## config.mk

```make
export PLATFORM = sky130hd
export DESIGN_NAME = nand_cone_bist_flat
export DESIGN_NICKNAME = d
export VERILOG_FILES = /design/src/rtl/nand_cone_bist_pkg.sv /design/src/rtl/nand_cone_bist_if.sv /design/src/rtl/nand_cone_slice.sv /design/src/rtl/nand_cone_bist.sv /design/src/flat_wrapper.sv
export SDC_FILE = /design/constraint.sdc
export NUM_CORES = 1
export LEC_CHECK = 0
export ABC_AREA = 1
export BUFFER_PORTS_ARGS = -buffer_cell sky130_fd_sc_hd__buf_4
export CAP_MARGIN = 20
export CORE_UTILIZATION = 50
export CTS_BUF_LIST = sky130_fd_sc_hd__clkbuf_4
export DETAILED_ROUTE_END_ITERATION = 12
export PLACE_DENSITY = 0.73
export SLEW_MARGIN = 20
export SYNTH_ARGS = -nofsm -noshare
export SYNTH_HDL_FRONTEND = slang
export SYNTH_HIERARCHICAL = 1
export SYNTH_SLANG_ARGS = --single-unit
```

## constraint.sdc

```tcl
create_clock -name CK -period 1.9 [get_ports CK]
set_input_delay 0.19 -clock CK [delete_from_list [all_inputs] [get_ports CK]]
set_output_delay 0.19 -clock CK [all_outputs]
set_load 0.01 [all_outputs]
```

## src/rtl/nand_cone_bist_pkg.sv

```systemverilog
`default_nettype none
// ============================================================================
// Module      : nand_cone_bist_pkg
// Description : Shared types, default polynomials and the Galois step used by
//               the NAND-cone BIST wrapper.
// Revision    : 1.0 - initial release
// ============================================================================
package nand_cone_bist_pkg;

    localparam int          C_GALOIS_MAX_W     = 64;
    localparam logic [15:0] C_DEFAULT_LFSR_POLY = 16'hB400;
    localparam logic [15:0] C_DEFAULT_MISR_POLY = 16'hB400;
    localparam logic [15:0] C_DEFAULT_SEED      = 16'h0001;

    typedef enum logic [2:0] {
        S_IDLE  = 3'd0,
        S_LOAD  = 3'd1,
        S_RUN   = 3'd2,
        S_DRAIN = 3'd3,
        S_DONE  = 3'd4
    } state_t;

    // Right-shifting Galois step; callers zero-extend narrower registers and
    // truncate the result back to their own width.
    function automatic logic [C_GALOIS_MAX_W-1:0] galois_step(
        input logic [C_GALOIS_MAX_W-1:0] s,
        input logic [C_GALOIS_MAX_W-1:0] poly
    );
        return s[0] ? ((s >> 1) ^ poly) : (s >> 1);
    endfunction

endpackage
`default_nettype wire

```

## src/rtl/nand_cone_bist_if.sv

```systemverilog
`default_nettype none
// ============================================================================
// Module      : nand_cone_bist_if
// Description : Control, functional and status bundle of the NAND-cone BIST
//               block. Scan pins exist only when MISR_SCAN_EN is defined.
// Revision    : 1.0 - initial release
// ============================================================================
interface nand_cone_bist_if #(
    parameter int CH     = 4,
    parameter int MISR_W = 16
);
    logic              start;
    logic [MISR_W-1:0] golden;
    logic [4*CH-1:0]   func_in;
    logic [CH-1:0]     func_out;
    logic              bist_busy;
    logic              bist_done;
    logic              bist_pass;
    logic [MISR_W-1:0] signature;
`ifdef MISR_SCAN_EN
    logic              scan_en;
    logic              scan_in;
    logic              scan_out;
`endif

    modport master (
`ifdef MISR_SCAN_EN
        output scan_en,
        output scan_in,
        input  scan_out,
`endif
        output start,
        output golden,
        output func_in,
        input  func_out,
        input  bist_busy,
        input  bist_done,
        input  bist_pass,
        input  signature
    );

    modport slave (
`ifdef MISR_SCAN_EN
        input  scan_en,
        input  scan_in,
        output scan_out,
`endif
        input  start,
        input  golden,
        input  func_in,
        output func_out,
        output bist_busy,
        output bist_done,
        output bist_pass,
        output signature
    );
endinterface
`default_nettype wire

```

## src/rtl/nand_cone_slice.sv

```systemverilog
`default_nettype none
// ============================================================================
// Module      : nand_cone_slice
// Description : One combinational 4-input, 8-NAND cone of the circuit under
//               test.
// Revision    : 1.0 - initial release
// ============================================================================
module nand_cone_slice (
    input  wire logic [3:0] i_abcd,
    output logic            o_y
);
    logic w_a, w_b, w_c, w_d;
    logic w_t1, w_t2, w_t3;
    logic w_u1, w_u2, w_u3, w_u4;

    assign w_a  = i_abcd[0];
    assign w_b  = i_abcd[1];
    assign w_c  = i_abcd[2];
    assign w_d  = i_abcd[3];

    assign w_t1 = ~(w_a & w_c);
    assign w_t2 = ~(w_b & w_c);
    assign w_t3 = ~(w_b & w_d);

    assign w_u1 = ~(w_b  & w_t1);
    assign w_u2 = ~(w_a  & w_t2);
    assign w_u3 = ~(w_t2 & w_d);
    assign w_u4 = ~(w_t3 & w_c);

    assign o_y  = ~(w_u1 & w_u2 & w_u3 & w_u4);
endmodule
`default_nettype wire

```

## src/rtl/nand_cone_bist.sv

```systemverilog
`default_nettype none
// ============================================================================
// Module      : nand_cone_bist
// Description : CH NAND cones with a pipe register, LFSR pattern source, MISR
//               compactor and BIST controller. Optional MISR scan access is
//               compiled in with `define MISR_SCAN_EN.
// Revision    : 1.0 - initial release
// ============================================================================
module nand_cone_bist
    import nand_cone_bist_pkg::*;
#(
    parameter int                CH        = 4,
    parameter int                NPAT      = 255,
    parameter logic [4*CH-1:0]   LFSR_POLY = C_DEFAULT_LFSR_POLY,
    parameter logic [4*CH-1:0]   SEED      = C_DEFAULT_SEED,
    parameter int                MISR_W    = 16,
    parameter logic [MISR_W-1:0] MISR_POLY = C_DEFAULT_MISR_POLY
) (
    input  wire logic       CK,
    input  wire logic       RST,
    nand_cone_bist_if.slave bus
);
    localparam int              C_IN_W    = 4 * CH;
    localparam logic [C_IN_W-1:0] C_SEED  = (SEED == '0) ? C_IN_W'(1) : SEED;
    localparam logic [15:0]     C_LAST_CNT = 16'(NPAT - 1);

    state_t              r_state_q, w_state_d;
    logic [C_IN_W-1:0]   r_lfsr_q,  w_lfsr_d;
    logic [MISR_W-1:0]   r_misr_q,  w_misr_d;
    logic [15:0]         r_cnt_q,   w_cnt_d;
    logic [CH-1:0]       r_pipe_q,  w_pipe_d;

    logic [C_IN_W-1:0]   w_cut_in;
    logic [CH-1:0]       w_cut_out;
    logic [C_IN_W-1:0]   w_lfsr_step;
    logic [MISR_W-1:0]   w_misr_step;

    assign w_cut_in = (r_state_q == S_RUN) ? r_lfsr_q : bus.func_in;

    for (genvar k = 0; k < CH; k++) begin : g_slice
        nand_cone_slice u_slice (
            .i_abcd (w_cut_in[4*k +: 4]),
            .o_y    (w_cut_out[k])
        );
    end

    assign w_pipe_d    = w_cut_out;
    assign w_lfsr_step = C_IN_W'(galois_step(C_GALOIS_MAX_W'(r_lfsr_q),
                                             C_GALOIS_MAX_W'(LFSR_POLY)));
    assign w_misr_step = MISR_W'(galois_step(C_GALOIS_MAX_W'(r_misr_q),
                                             C_GALOIS_MAX_W'(MISR_POLY)))
                       ^ MISR_W'(r_pipe_q);

    always_comb begin
        w_state_d = r_state_q;
        w_lfsr_d  = r_lfsr_q;
        w_misr_d  = r_misr_q;
        w_cnt_d   = r_cnt_q;
        case (r_state_q)
            S_IDLE, S_DONE: begin
                if (bus.start) begin
                    w_state_d = S_LOAD;
                end
`ifdef MISR_SCAN_EN
                else if (bus.scan_en) begin
                    w_misr_d = {bus.scan_in, r_misr_q[MISR_W-1:1]};
                end
`else
                // Signature is frozen here until the next start.
`endif
            end
            S_LOAD: begin
                w_lfsr_d  = C_SEED;
                w_misr_d  = '0;
                w_cnt_d   = '0;
                w_state_d = S_RUN;
            end
            S_RUN: begin
                w_lfsr_d = w_lfsr_step;
                w_cnt_d  = r_cnt_q + 16'd1;
                // First RUN cycle: the pipe still holds a functional response.
                if (r_cnt_q != 16'd0) begin
                    w_misr_d = w_misr_step;
                end
                if (r_cnt_q == C_LAST_CNT) begin
                    w_state_d = S_DRAIN;
                end
            end
            S_DRAIN: begin
                w_misr_d  = w_misr_step;
                w_state_d = S_DONE;
            end
            default: begin
                w_state_d = S_IDLE;
            end
        endcase
    end

    always_ff @(posedge CK) begin
        if (RST) begin
            r_state_q <= S_IDLE;
            r_lfsr_q  <= C_SEED;
            r_misr_q  <= '0;
            r_cnt_q   <= '0;
            r_pipe_q  <= '0;
        end else begin
            r_state_q <= w_state_d;
            r_lfsr_q  <= w_lfsr_d;
            r_misr_q  <= w_misr_d;
            r_cnt_q   <= w_cnt_d;
            r_pipe_q  <= w_pipe_d;
        end
    end

    assign bus.func_out  = r_pipe_q;
    assign bus.bist_busy = (r_state_q == S_LOAD) || (r_state_q == S_RUN) ||
                           (r_state_q == S_DRAIN);
    assign bus.bist_done = (r_state_q == S_DONE);
    assign bus.bist_pass = (r_state_q == S_DONE) && (r_misr_q == bus.golden);
    assign bus.signature = r_misr_q;
`ifdef MISR_SCAN_EN
    assign bus.scan_out  = r_misr_q[0];
`endif

endmodule
`default_nettype wire
```

## src/flat_wrapper.sv

```systemverilog
// flat-port wrapper written by rule: the top's interface ports become plain ports
module nand_cone_bist_flat import nand_cone_bist_pkg::*;
#(
    parameter int                CH        = 4,
    parameter int                NPAT      = 255,
    parameter logic [4*CH-1:0]   LFSR_POLY = C_DEFAULT_LFSR_POLY,
    parameter logic [4*CH-1:0]   SEED      = C_DEFAULT_SEED,
    parameter int                MISR_W    = 16,
    parameter logic [MISR_W-1:0] MISR_POLY = C_DEFAULT_MISR_POLY
)
  (CK, RST, bus_start, bus_golden, bus_func_in, bus_func_out, bus_bist_busy, bus_bist_done, bus_bist_pass, bus_signature);
  nand_cone_bist_if #(.CH(CH), .MISR_W(MISR_W)) bus_i ();
  input  wire logic CK;
  input  wire logic RST;
  input wire logic [$bits(bus_i.start)-1:0] bus_start;
  input wire logic [$bits(bus_i.golden)-1:0] bus_golden;
  input wire logic [$bits(bus_i.func_in)-1:0] bus_func_in;
  output wire logic [$bits(bus_i.func_out)-1:0] bus_func_out;
  output wire logic [$bits(bus_i.bist_busy)-1:0] bus_bist_busy;
  output wire logic [$bits(bus_i.bist_done)-1:0] bus_bist_done;
  output wire logic [$bits(bus_i.bist_pass)-1:0] bus_bist_pass;
  output wire logic [$bits(bus_i.signature)-1:0] bus_signature;
  assign bus_i.start = bus_start;
  assign bus_i.golden = bus_golden;
  assign bus_i.func_in = bus_func_in;
  assign bus_func_out = bus_i.func_out;
  assign bus_bist_busy = bus_i.bist_busy;
  assign bus_bist_done = bus_i.bist_done;
  assign bus_bist_pass = bus_i.bist_pass;
  assign bus_signature = bus_i.signature;
  nand_cone_bist #(.CH(CH), .NPAT(NPAT), .LFSR_POLY(LFSR_POLY), .SEED(SEED), .MISR_W(MISR_W), .MISR_POLY(MISR_POLY)) u_core (.CK(CK), .RST(RST), .bus(bus_i));
endmodule
```

# --- Word level (Yosys, flattened, before mapping) ---
# Cells that the tools add are included.
totals:
  ff_bits: 55
  inputBits: 35
  output_inout_bits: 23
  word_cells: 110
classes:
  n_eq_ne: 9
  mux: 10
  bitwise_logic: 75
  reduce_logical: 10
  n_addsub: 1
op_table:
  columns: ["cell", "count"]
  rows:
  - ["16-bit 2-to-1 mux", 4]
  - ["16-bit one-hot mux with 2 select lines", 2]
  - ["16-bit one-hot mux with 3 select lines", 1]
  - ["1-bit bitwise AND", 40]
  - ["1-bit NOT", 32]
  - ["16-bit by 1-bit adder with 16-bit output (second input constant)", 1]
  - ["16-bit equality test", 1]
  - ["16-bit by 8-bit equality test with 1-bit output (second input constant)", 1]
  - ["16-bit nonzero test", 1]
  - ["16-bit by 4-bit bitwise XOR with 16-bit output", 1]
  - ["3-bit one-hot mux with 4 select lines", 1]
  - ["3-bit NOT with 4-bit output", 2]
  - ["3-bit by 2-bit equality test with 1-bit output (second input constant)", 2]
  - ["3-bit 2-to-1 mux", 2]
  - ["2-bit inequality test (second input constant)", 3]
  - ["2-bit AND reduction", 2]
  - ["3-bit by 1-bit equality test with 1-bit output (second input constant)", 1]
  - ["3-bit equality test (second input constant)", 1]
  - ["3-bit zero test", 1]
  - ["3-bit nonzero test", 1]
  - ["1-bit logical OR", 2]
  - ["2-bit nonzero test", 1]
  - ["2-bit OR reduction", 1]
  - ["1-bit logical AND", 1]

# --- Logic depth before layout (Yosys ltp) ---
logic_depth:
  word_depth: 10
  ltp_mapped: 13
  mapped_depth_nobuf: 11

# --- Cells and area by module ---
# The synthesis kept the hierarchy.
by_module_without_submodules:
  columns: ["module", "instances", "cells_per_inst", "area_per_inst_um2", "seq_area_each_um2"]
  rows:
  - ["nand_cone_bist", 1, 468, 3006.6, 1101.1]
  - ["nand_cone_slice", 4, 5, 21.3, 0.0]

# --- Worst setup path after synthesis ---
# Ideal clock, no wire load.
synth_path:
  path_kind: "register to register"
  start: "register u_core.r_state_q[1]"
  end: "register u_core.r_pipe_q[2] (netlist: u_core/bus.func_out[2])"
  n_path_buf: 2
  setup_slack_ps: 421
  arrival_time_ps: 1352
  path_stages_with_launch: 12
  t_required_ps: 1772
  period_less_slack_ps: 1479
  setup_ps: 128
  path_cell_list: "dfxtp_1 > nand2_4 > nor2_8 > inv_2 > buf_6 > buf_2 > nand2_1 > nand2_1 > o21ai_0 > nand2_1 > inv_1 > nor2_1"
synth_via:
  elab_chain_cells: 10
  word_cells_on_any_way: 20
  classes_between: "eq/ne: 1; mux: 1; bitwise: 18"
synth_rtl:
  columns: ["item", "line_no", "rtl"]
  rows:
  - ["start: declaration", "nand_cone_bist.sv:27", "state_t r_state_q, w_state_d;"]
  - ["start signal: assignment", "nand_cone_bist.sv:107", "r_state_q <= w_state_d;"]
  - ["3-bit by 2-bit equality test with 1-bit output (*)", "nand_cone_bist.sv:38", "assign w_cut_in = (r_state_q == S_RUN) ? r_lfsr_q : bus.func_in;"]
  - ["16-bit 2-to-1 mux (*)", "nand_cone_bist.sv:38", null]
  - ["via u_core.w_cut_in[8]", "nand_cone_bist.sv:33", "logic [C_IN_W-1:0] w_cut_in;"]
  - ["1-bit bitwise AND", "nand_cone_slice.sv:21", "assign w_t1 = ~(w_a & w_c);"]
  - ["1-bit NOT", "nand_cone_slice.sv:21", null]
  - ["1-bit bitwise AND", "nand_cone_slice.sv:25", "assign w_u1 = ~(w_b & w_t1);"]
  - ["1-bit NOT", "nand_cone_slice.sv:25", null]
  - ["1-bit bitwise AND (*) (3 in series)", "nand_cone_slice.sv:30", "assign o_y = ~(w_u1 & w_u2 & w_u3 & w_u4);"]
  - ["1-bit NOT (*)", "nand_cone_slice.sv:30", null]
  - ["via u_core.w_cut_out[2]", "nand_cone_bist.sv:34", "logic [CH-1:0] w_cut_out;"]
  - ["end signal: assignment", "nand_cone_bist.sv:111", "r_pipe_q <= w_pipe_d;"]
  - ["end: declaration", "nand_cone_bist.sv:31", "logic [CH-1:0] r_pipe_q, w_pipe_d;"]
# Mark *: on every way through the listed nets, which the timed path passes. The rest lies on a longest branch.
# A chain may end at the register's enable or synchronous reset.

# --- Final worst setup path ---
layout_path:
  start: "register u_core.r_state_q[0]"
  end: "output port bus_bist_pass"
layout_via:
  elab_chain_cells: 2
layout_rtl:
  columns: ["item", "line_no", "rtl"]
  rows:
  - ["3-bit equality test", "nand_cone_bist.sv:119", "assign bus.bist_pass = (r_state_q == S_DONE) && (r_misr_q == bus.golden);"]
  - ["1-bit logical AND", "nand_cone_bist.sv:119", null]
  - ["end: declaration", "flat_wrapper.sv:21", "output wire logic [$bits(bus_i.bist_pass)-1:0] bus_bist_pass;"]
# Every way passes these cells.

==> results.sh <==
export IMPL_status="completed"
export IMPL_combPwrFrac=0.342
export IMPL_rr_worst_depth=9
export IMPL_clock_latency_ns=0.38
export IMPL_clkPwrFrac=0.237
export IMPL_fin_skew_ns=0.01512
export IMPL_pin_count=58
export IMPL_max_slew_margin=0.5192
export IMPL_crit_end="bus_bist_pass"
export IMPL_cts_buffers=5
export IMPL_diodes=0
export IMPL_start_util=0.5191
export IMPL_critPathKind="reg -> out"
export IMPL_drc=0
export IMPL_cellLeakagePower_nw=1.670
export IMPL_ys_seq_area_frac=0.3561
export IMPL_cts_hold_buf=0
export IMPL_period_needed_ns=1.781
export IMPL_fmax_ghz=0.5616
export IMPL_rows=28
export IMPL_ys_seq_elements=55
export IMPL_fillers=560
export IMPL_final_common_cell="nand2_1"
export IMPL_worst_pin_slew_ns=0.7205
export IMPL_rsz0062_at_grt="no"
export IMPL_final_max_slew_viol_count=0
export IMPL_grt_max_degree=33
export IMPL_first_pass_iters=4
export IMPL_grt_pass1_vias=2852
export IMPL_viasPerCell=5.161
export IMPL_seqPwrFrac=0.421
export IMPL_fp_dieH_um=80.64
export IMPL_cts_tree="built"
export IMPL_syn_area_per_cell_um2=6.335
export IMPL_path_clk_slew_ns=0.17
export IMPL_yosys_warnings=6
export IMPL_setup_viol=0
export IMPL_post_synth_num_cell_types=30
export IMPL_cp_max_fo=4
export IMPL_clock_sinks=55
export IMPL_place_gp_congestion=0.8180
export IMPL_post_route_period_util=0.9372
export IMPL_hold_ws_ns=0.06161
export IMPL_htreeDepth=2
export IMPL_nNetsFinal=578
export IMPL_wl_per_cell_um=11.85
export IMPL_critPathLaunch="u_core/r_state_q[0]$_SDFFE_PP0P_"
export IMPL_hp_class="in -> reg"
export IMPL_cts_buffer_depth=2
export IMPL_root_buffer="clkbuf_4"
export IMPL_die_w_um=80.64
export IMPL_overflow=0
export IMPL_core_um2=5956
export IMPL_ir_drop_v=0.0005262
export IMPL_place_hpwl_um=5356
export IMPL_min_delay_start="bus_start"
export IMPL_dieArea_um2=6502
export IMPL_grt_first_pass_wirelength_um=12450
export IMPL_drive_above_1_share=0.1608
export IMPL_io_buffer_count=57
export IMPL_power_mw=3.391
export IMPL_worstSetupEndpointType="output pin"
export IMPL_powerDensity_nw_per_um2=923.6
export IMPL_timing_rr_end="u_core/bus.signature[14]$_SDFFE_PP0P_"
export IMPL_seq_area_um2=1104
export IMPL_synth_area_um2=3092
export IMPL_internal_power_mw=2.197
export IMPL_multi_input_area_um2=1699
export IMPL_antenna_found_initial=0
export IMPL_syn_num_nets=526
export IMPL_fin_setup_tns_ns=0
export IMPL_sw_frac_of_total=0.3520
export IMPL_crit_path_start_kind="flip-flop"
export IMPL_wl_um=7302
export IMPL_r2r_start="u_core/r_cnt_q[0]$_SDFFE_PP0P_"
export IMPL_vias=3179
export IMPL_area_growth_pct=18.74
export IMPL_worstPathArrival_ns=1.59
export IMPL_route_antenna_remaining_nets=0
export IMPL_finalHoldViolations=0
export IMPL_netSwitchingPower_mw=1.194
export IMPL_cp_data_required_time_ns=1.71
export IMPL_r2r_setup_slack_ns=0.27
export IMPL_track_usage=0.2417
export IMPL_synthCells=488
export IMPL_maxCapViolations=0
export IMPL_final_cell_mix="161 x nand2_1, 66 x nor2_1, 65 x buf_4"
export IMPL_drtIter0Drc=243
## layer usage
layer  global-route usage  share of wire
met5                    0              0
met3              0.04091          0.048
met4              0.05893          0.012
met1               0.3164           0.47
met2               0.4093           0.47
## metrics by stage
step | instances | instance area, um2 | util | setup WS, ns
floorplan | 488 | 3092 | - | 0.4206
detailed placement | 606 | 3548 | 0.5958 | 0.2140
global route | 616 | 3671 | 0.6164 | 0.01086
finish | 616 | 3671 | 0.6164 | 0.1194
global placement | 606 | 3548 | 0.5958 | 0.2929
CTS | 614 | 3654 | 0.6134 | 0.05812
## layout make-up
class                   instances  area share
clock buffers                   6     0.01227
clock inverters                 2     0.01636
inverters                      43     0.04397
multi-input cells             369      0.4628
flip-flops and latches         55      0.3006
well taps                      75     0.02556
repair buffers                 66      0.1384
## how the worst min path moves through the flow
stage | end | slack, ns | cells past startpoint
2_1_floorplan | u_core/r_state_q[0]$_SDFFE_PP0P_ | 0.35 | 2
3_3_place_gp | u_core/r_lfsr_q[8]$_SDFFE_PP0P_ | 0.45 | 2
3_5_place_dp | u_core/r_lfsr_q[8]$_SDFFE_PP0P_ | 0.45 | 2
4_1_cts | u_core/r_state_q[0]$_SDFFE_PP0P_ | 0.06 | 3
5_1_grt | u_core/r_state_q[0]$_SDFFE_PP0P_ | 0.09 | 3
6_report | u_core/r_state_q[0]$_SDFFE_PP0P_ | 0.06 | 3
## power groups by stage
stage          clock network, mW  registers (mW)  logic (mW)
2_1_floorplan                  0            1.45       0.774
3_3_place_gp                   0            1.45        1.12
3_5_place_dp                   0            1.45        1.14
4_1_cts                    0.813            1.43        1.15
5_1_grt                    0.858            1.45        1.32
6_report                   0.805            1.43        1.16
## what timing repair did
action | in CTS | in global routing
endpoints found under the setup margin | 0 | 2
setup buffers | 0 | 2
resized for setup | 0 | 2
hold endpoints to repair | 0 | 0
## sequential cells by signal, indices dropped and copies added, names as in the netlist
name                  flops
u_core/r_lfsr_q          16
u_core/r_cnt_q           16
u_core/bus.signature     16
u_core/r_state_q          3
u_core/bus.func_out       4
## cells in the mapped netlist
library cell,instances,area [um2]
nand3_1,27,135.1
o21ai_1,4,20.02
or2_2,1,6.260
inv_2,3,11.26
nand3_4,1,17.52
nand4_1,3,18.77
ha_1,3,37.54
a211oi_1,1,7.510
o211ai_1,3,22.52
inv_1,40,150.1
nand3b_1,1,7.510
nor2_1,66,247.7
buf_4,1,7.510
xnor2_1,5,43.79
nand2_4,2,22.52
clkbuf_1,7,26.28
o21ai_0,26,130.1
nor3_1,2,10.01
nor2_8,1,20.02
a22oi_1,2,15.01
buf_6,5,56.30
buf_2,8,40.04
and3_1,1,6.260
a31oi_1,2,12.51
o22ai_1,2,12.51
nor2_2,3,18.77
nand2_1,161,604.3
xor2_1,6,52.55
a21oi_1,46,230.2
dfxtp_1,55,1101
## cells by family after synthesis
| kind of cell | count (synthesis) | synth area share |
|---|---|---|
| compound gates | 86 | 0.1457 |
| xor+xnor | 11 | 0.03116 |
| fa+ha+maj | 3 | 0.01214 |
| buf+inv | 64 | 0.09429 |
| flops | 55 | 0.3561 |
| simple gates | 269 | 0.3606 |
## critical path: stages, from the launching register on
cell,delay (ns)
dfxtp_2,0.40
nor2_2,0.18
nand2_1,0.11
nor3_1,0.20
nand3_1,0.10
nor2_1,0.09
buf_4,0.12
No activity file was read; power rests on OpenSTA's default activity.
